[src/rtl/dm_load_unit.sv]
// Data-memory load unit: issues one word-aligned DM read per aligned load,
// waits RD_LATENCY edges, then extracts and extends the addressed
// byte/half/word. Misaligned loads raise a one-cycle AdEL pulse instead.

package dm_load_pkg;
  // Wordmode encodings shared with the store-side byte-enable decoder.
  localparam logic [2:0] WM_WD = 3'd0;
  localparam logic [2:0] WM_HU = 3'd1;
  localparam logic [2:0] WM_HS = 3'd2;
  localparam logic [2:0] WM_BU = 3'd3;
  localparam logic [2:0] WM_BS = 3'd4;
endpackage

module dm_load_unit
  import dm_load_pkg::*;
#(
  parameter int unsigned RD_LATENCY = 1
) (
  input  logic        clk,
  input  logic        reset,
  input  logic        req_valid,
  output logic        req_ready,
  input  logic [31:0] req_addr,
  input  logic [2:0]  req_wordmode,
  input  logic [4:0]  req_dst,
  output logic        mem_ren,
  output logic [31:0] mem_addr,
  input  logic [31:0] mem_rdata,
  output logic        ld_valid,
  input  logic        ld_ready,
  output logic [31:0] ld_data,
  output logic [4:0]  ld_dst,
  output logic        adel,
  output logic [31:0] adel_addr
);

  localparam logic [3:0] LAT = 4'(RD_LATENCY);

  typedef enum logic [1:0] {
    S_IDLE,
    S_ISSUE,
    S_WAIT,
    S_DONE
  } state_e;

  state_e      state_q, state_d;
  logic [3:0]  cnt_q, cnt_d;
  logic [1:0]  off_q;
  logic [2:0]  wm_q;
  logic [31:0] mem_addr_q;
  logic [31:0] ld_data_q;
  logic [4:0]  ld_dst_q;
  logic        adel_q;
  logic [31:0] adel_addr_q;

  logic        accept;
  logic        misaligned;
  logic        sample;

  // Words need both low address bits clear, halves only bit 0; anything
  // not recognised as half or byte is treated as a word.
  function automatic logic is_misaligned(input logic [2:0] wm, input logic [1:0] a);
    case (wm)
      WM_HU, WM_HS: return a[0];
      WM_BU, WM_BS: return 1'b0;
      default:      return |a;
    endcase
  endfunction

  // Select the addressed lane of the read word and zero/sign-extend it.
  function automatic logic [31:0] extend(input logic [31:0] w, input logic [1:0] a,
                                         input logic [2:0] wm);
    logic [15:0] half;
    logic [7:0]  byte_sel;
    half = a[1] ? w[31:16] : w[15:0];
    case (a)
      2'd0:    byte_sel = w[7:0];
      2'd1:    byte_sel = w[15:8];
      2'd2:    byte_sel = w[23:16];
      default: byte_sel = w[31:24];
    endcase
    case (wm)
      WM_HU:   return {16'h0000, half};
      WM_HS:   return {{16{half[15]}}, half};
      WM_BU:   return {24'h000000, byte_sel};
      WM_BS:   return {{24{byte_sel[7]}}, byte_sel};
      default: return w;
    endcase
  endfunction

  assign req_ready  = (state_q == S_IDLE);
  assign accept     = req_valid & req_ready;
  assign misaligned = is_misaligned(req_wordmode, req_addr[1:0]);

  // The read word is only looked at on this one edge.
  assign sample = ((state_q == S_ISSUE) && (RD_LATENCY == 0)) ||
                  ((state_q == S_WAIT) && (cnt_q == 4'd1));

  // Next-state and wait-counter logic.
  always_comb begin
    // NOTE: every variable assigned here gets a default first, so no path
    // leaves it unassigned and no latch is inferred.
    state_d = state_q;
    cnt_d   = cnt_q;
    case (state_q)
      S_IDLE: begin
        if (accept && !misaligned) state_d = S_ISSUE;
      end
      S_ISSUE: begin
        cnt_d   = LAT;
        state_d = (RD_LATENCY == 0) ? S_DONE : S_WAIT;
      end
      S_WAIT: begin
        cnt_d = cnt_q - 4'd1;
        if (cnt_q == 4'd1) state_d = S_DONE;
      end
      S_DONE: begin
        if (ld_ready) state_d = S_IDLE;
      end
      default: state_d = S_IDLE;
    endcase
  end

  // State, request capture, AdEL pulse and load-result registers.
  always_ff @(posedge clk) begin
    // NOTE: reset is synchronous, so it is just the highest-priority branch
    // inside the clocked block; it also wins over a sample on the same edge.
    if (reset) begin
      state_q     <= S_IDLE;
      cnt_q       <= 4'd0;
      off_q       <= 2'd0;
      wm_q        <= WM_WD;
      mem_addr_q  <= 32'h0;
      ld_data_q   <= 32'h0;
      ld_dst_q    <= 5'd0;
      adel_q      <= 1'b0;
      adel_addr_q <= 32'h0;
    end else begin
      // NOTE: non-blocking assignments so every register samples the
      // pre-edge values, independent of statement order.
      state_q <= state_d;
      cnt_q   <= cnt_d;
      adel_q  <= accept & misaligned;
      if (accept) begin
        off_q      <= req_addr[1:0];
        wm_q       <= req_wordmode;
        ld_dst_q   <= req_dst;
        mem_addr_q <= {req_addr[31:2], 2'b00};
      end
      if (accept && misaligned) adel_addr_q <= req_addr;
      if (sample) ld_data_q <= extend(mem_rdata, off_q, wm_q);
    end
  end

  assign mem_ren   = (state_q == S_ISSUE);
  assign mem_addr  = mem_addr_q;
  assign ld_valid  = (state_q == S_DONE);
  assign ld_data   = ld_data_q;
  assign ld_dst    = ld_dst_q;
  assign adel      = adel_q;
  assign adel_addr = adel_addr_q;

endmodule

[config.mk]
export PLATFORM = sky130hd
export DESIGN_NAME = dm_load_unit
export DESIGN_NICKNAME = d
export VERILOG_FILES = /design/src/rtl/dm_load_unit.sv
export SDC_FILE = /design/constraint.sdc
export NUM_CORES = 1
export LEC_CHECK = 0
export BUFFER_PORTS_ARGS = -buffer_cell sky130_fd_sc_hd__buf_2
export CAP_MARGIN = 20
export CORE_ASPECT_RATIO = 0.75
export CORE_UTILIZATION = 35
export DETAILED_ROUTE_END_ITERATION = 8
export SLEW_MARGIN = 20
export SYNTH_ARGS = -nofsm -noshare
export SYNTH_HDL_FRONTEND = slang
export SYNTH_SLANG_ARGS = --single-unit
[constraint.sdc]
create_clock -name clk -period 3.1 [get_ports clk]
set_input_delay 0.775 -clock clk [delete_from_list [all_inputs] [get_ports clk]]
set_output_delay 0.775 -clock clk [all_outputs]
set_load 0.05 [all_outputs]
# ---- Yosys cells after proc, flatten, opt, wreduce, memory -nomap -nowiden
# Cells that the tools add are included.
dict set report totals {
  mem_bits_rw 0
  register_bits 111
  mem_bits_ro 0
  latchBits 0
  n_memories 0
  in_bits 76
  out_inout_bits 105
}
dict set report classes {
  n_reduce_logical 11
  shifts 0
  n_bitwise 2
  add_sub_neg 1
  n_eq_ne 17
  n_mux 9
  n_lt_le_gt_ge 0
  n_div 0
  mul 0
}
# op count
set ops {}
lappend ops {{one-hot mux 32 bit (4 select lines)} 1}
lappend ops {{one-hot mux 8 bit (3 select lines)} 1}
lappend ops {{2-to-1 mux 16 bit} 1}
lappend ops {{equality test 3 x 2 -> 1 bit (second input constant)} 4}
lappend ops {{one-hot mux 2 bit (4 select lines)} 1}
lappend ops {{one-hot mux 4 bit (2 select lines)} 1}
lappend ops {{equality test 2 bit (second input constant)} 3}
lappend ops {{equality test 3 x 1 -> 1 bit (second input constant)} 2}
lappend ops {{equality test 3 bit (second input constant)} 2}
lappend ops {{2-to-1 mux 2 bit} 3}
lappend ops {{inequality test 2 x 1 -> 1 bit (second input constant)} 3}
lappend ops {{OR reduction 2 bit} 3}
lappend ops {{equality test 2 x 1 -> 1 bit (second input constant)} 2}
lappend ops {{equality test 4 x 1 -> 1 bit (second input constant)} 1}
lappend ops {{logical NOT 2 bit} 2}
lappend ops {{subtractor 4 x 1 -> 4 bit (second input constant)} 1}
lappend ops {{logical AND 1 bit} 3}
lappend ops {{AND reduction 3 bit} 1}
lappend ops {{AND 1 bit} 2}
lappend ops {{one-hot mux 1 bit (2 select lines)} 1}
lappend ops {{nonzero test 2 bit} 1}
lappend ops {{logical NOT 1 bit} 1}

# ---- Longest topological paths before layout
dict set report depth {
  depth_word 7
  depth_mapped 8
  mapped_depth_nobuf 6
}

# ---- Least setup slack after synthesis
# Ideal clock, no wire load.
dict set report synth_path {
  path_kind {flip-flop to flip-flop}
  start {register state_q[0]}
  end {register adel_addr_q[0] (netlist: adel_addr[0])}
  required_time_ns 2.983
  path_buffers 3
  stages_incl_launch_ff 9
  arrival_ns 1.846
  slack_ns 1.137
  setup_time_ns 0.117
  cell_sequence {dfxtp_1 > inv_1 > ha_1 > and2_1 > clkbuf_1 > and4_1 > buf_2 > buf_6 > a22o_1}
}
dict set report synth_between {
  elab_chain_len 3
}
# item line
set synth_lines {}
lappend synth_lines {{start: declaration} 46} ;# state_e state_q, state_d;
lappend synth_lines {{start signal: assignment} 141} ;# state_q <= state_d;
lappend synth_lines {{logical NOT 2 bit} 91} ;# assign req_ready = (state_q == S_IDLE);
lappend synth_lines {{named net req_ready} 22} ;# output logic req_ready,
lappend synth_lines {{AND 1 bit} 92} ;# assign accept = req_valid & req_ready;
lappend synth_lines {{logical AND 1 bit} 150} ;# if (accept && misaligned) adel_addr_q <= req_addr;
lappend synth_lines {{end signal: assignment} 150}
lappend synth_lines {{end: declaration} 54} ;# logic [31:0] adel_addr_q;
# The timed path passes the listed nets, and every way through them passes these cells.
# A chain may end at the register's enable or synchronous reset.

# ---- Worst setup path after layout
dict set report layout_path {
  start {register state_q[0]}
  end {register ld_data_q[12] (netlist: ld_data[12])}
}
dict set report layout_between {
  elab_chain_len 2
}
# item line
set layout_lines {}
lappend layout_lines {{equality test 2 bit} 97} ;# ((state_q == S_WAIT) && (cnt_q == 4'd1));
lappend layout_lines {{logical AND 1 bit} 97}
lappend layout_lines {{end signal: assignment} 151} ;# if (sample) ld_data_q <= extend(mem_rdata, off_q, wm_q);
lappend layout_lines {{end: declaration} 51} ;# logic [31:0] ld_data_q;
# No other way between the ends.

==> out/results.txt <==
Yosys synthesis warning count = 0
Max-slew violations = 0
CP arrival = 2.56 ns
Last weighted congestion value of the routability-driven placer = 0.851
Ports = 181
Setup crit end kind = register
Die area = 0.0139 mm²
Fmax = 0.429 GHz
Crit. path cell count = 6
Clock Skews = 0.0134 ns
Final net count = 747
Largest net degree at the start of global routing = 55
Clock-pin slew of the registers on the worst-case setup and hold paths = 0.08 ns
Area contributors post-synth = dfxtp_1, nand2_1, a21oi_1
Measured slew at the worst slew-check pin = 0.932 ns
TritonCTS clock tree = built
CP required = 3.32 ns
H-tree Lvls = 3
Grt ovf = 0
Area fraction of the dominant cell type after synthesis = 0.473
Worst-case reg-to-reg path depth = 6
Post-synthesis cell count = 505
Hold Crit Class = reg -> reg
CP Launch Type = register
Share of post-route cells with drive strength above 1 = 0.336
Final setup vio count = 0
Switch share = 0.435
P_leak = 2.68 nW
Mapped cell area = 0.00470 mm²
DIE HEIGHT = 102 µm
Final Cycle Share = 0.753
1st-pass router iterations = 4
Post-CTS setup buffer count = 0
Clock Root Buffer = clkbuf_16
CP Max Fanout = 11
Power per cell area = 805 mW/mm²
Initial antenna violation count = 0
DRT iter0 DRCs = 247
Crit path kind = reg -> reg
Crit-path slowest cell = nor4bb_4
Yosys reg bits = 111
Status = finished, final reports clean
Core area = 0.0131 mm²
Dpl hpwl = 10100 µm
Initial Utilization = 0.360
RSZ-0062 raised after global routing = no
Row count = 36
Routed Antenna Nets = 0
Setup TNS = 0 ns
First-pass GRT wire length = 21600 µm
Cts bufs inserted = 9
Number of global-route vias before repair = 4117
Clock latency on the worst-skew pair = 0.36 ns
Via count = 4368
Sequential Power Share = 0.370
WHS Path Cells = 2
Most numerous cell in the Yosys netlist = dfxtp_1
Crit path buf inv count = 1
Slew headroom = 0.379
Clock Power Share = 0.245
Max Cap Violations = 0
P_int = 0.00273 W
Vias per cell = 5.20
IO buf count = 178
Synth cell types = 55
Total power = 0.00483 W
Combinational share of power = 0.385
Post-cts gate resize count = 0
GRT Overall Usage = 0.199
Clock Tree Buf Depth = 2
DRC errors left = 0
Final Hold Violating Endpoints = 0
Diode count = 0
Worst VDD drop = 0.369 mV
Sequential share of the synthesized area = 0.473
Synth Flop Type = dfxtp_1
Critical Path Max Stage Delay = 0.67 ns
Post-synthesis async set-or-reset flop share = 0
Sw Pwr = 0.00210 W
Worst path top cell family by delay = compound AO/OA/AOI/OAI gates
Cells along the critical path = inv_1 > ha_1 > nor4bb_4 > o21ai_0 > o22ai_1 > a211oi_1
Hold Slack = 0.456 ns
Detailed Route WL = 13900 µm
Syn Area/Cell = 9.31 µm²
Area grow syn2layout = 27.6%
Drt wl/cell = 16.6 µm
# hold bufs at CTS = 0
Clk sink count = 111
Leading area contributor after synthesis = dfxtp_1
Min Tclk post-route = 2.33 ns
Synth top cells by count = dfxtp_1, nand2_1, a21oi_1
Die width = 136 µm
EDFF count, synth = 0
[area by class of cell]
type,instances,area [µm²]
sequential,111,2220
timing repair buffer,189,986
tap,171,214
clock inverter,7,83.8
multi-input combinational,341,2220
inverter,12,45.0
fill,1302,7060
clock buffer,9,225
[state kept, by name, indices dropped and copies added, names as in the netlist]
register / cells
state_q: 2
ld_data: 32
cnt_q: 4
mem_addr: 30
adel_addr: 32
off_q: 2
adel: 1
ld_dst: 5
wm_q: 3
[power groups by stage]
stage | clock network, W | logic [W] | registers (W)
finish | 0.00118 | 0.00186 | 0.00179
global route | 0.00126 | 0.00199 | 0.00181
CTS | 0.00120 | 0.00186 | 0.00178
detailed placement | 0 | 0.00186 | 0.00181
global placement | 0 | 0.00184 | 0.00181
floorplan | 0 | 0.000813 | 0.00238
[per-stage QoR]
stage,instance area (µm²),setup slack (ns),std cells,util
global route,6000,0.493,840,0.459
finish,6000,0.767,840,0.459
CTS,6000,0.785,840,0.459
global placement,5690,0.701,824,0.436
floorplan,4700,1.14,506,-
detailed placement,5690,0.633,824,0.436
[layout by cell type (no fill, tap or decap), types with 2 or more instances in the layout]
master     Yosys  layout
a211oi_1      14      14
a21oi_1       68      68
a21oi_2        9       9
a221oi_1       8       8
a22o_1        32      32
a2bb2oi_1      5       5
a31oi_1        3       3
buf_2         13     178
buf_4          3      10
clkbuf_16      0       9
clkinv_4       0       2
clkinv_8       0       2
conb_1         1       2
dfxtp_1      111     111
ha_1           7       7
inv_1         12      12
inv_8          0       3
mux2i_1        3       3
mux4_1         7       7
nand2_1       94      94
nand2b_1       3       3
nand3_1        2       2
nor2_1        16      16
nor2_4         2       2
nor2b_1        3       3
o21ai_0       28      28
o22ai_1        5       5
or3_1          2       2
or3b_1         2       2
[worst reg2reg max path: cells and delay by family (launching register included)]
kind            cells  cell delay [ns]
buf+inv             1             0.11
compound gates      3             0.74
fa+ha+maj           1             0.34
flops               1             0.34
simple gates        1             0.67
[cell families after synthesis]
kind of cell,share of synthesized area
AOI/OAI and AO/OA,0.266
xor gates and xnor gates,0.00373
adders and majority gates,0.0186
buffers and inverters,0.0604
DFF,0.473
muxes,0.0527
other,0.000798
and+or+nand+nor,0.125
[layer usage]
metal | GRT usage | part of all wire | vias to the layer above
li1 | - | - | 2122
met1 | 0.285 | 0.48 | 2088
met2 | 0.298 | 0.44 | 152
met3 | 0.0561 | 0.067 | 6
met4 | 0.0398 | 0.0067 | 0
met5 | 0 | 0 | -
[worst paths after layout]
| path | start | to | slack [ns] |
|---|---|---|---|
| worst max-delay path | state_q[0] | ld_data[12] | 0.77 |
| worst min-delay path | mem_addr[28] | mem_addr[28] | 0.46 |
| worst max register to register | state_q[0] | ld_data[12] | 0.77 |
| worst min register to register | mem_addr[28] | mem_addr[28] | 0.46 |
(Power assumes the default switching activity.)
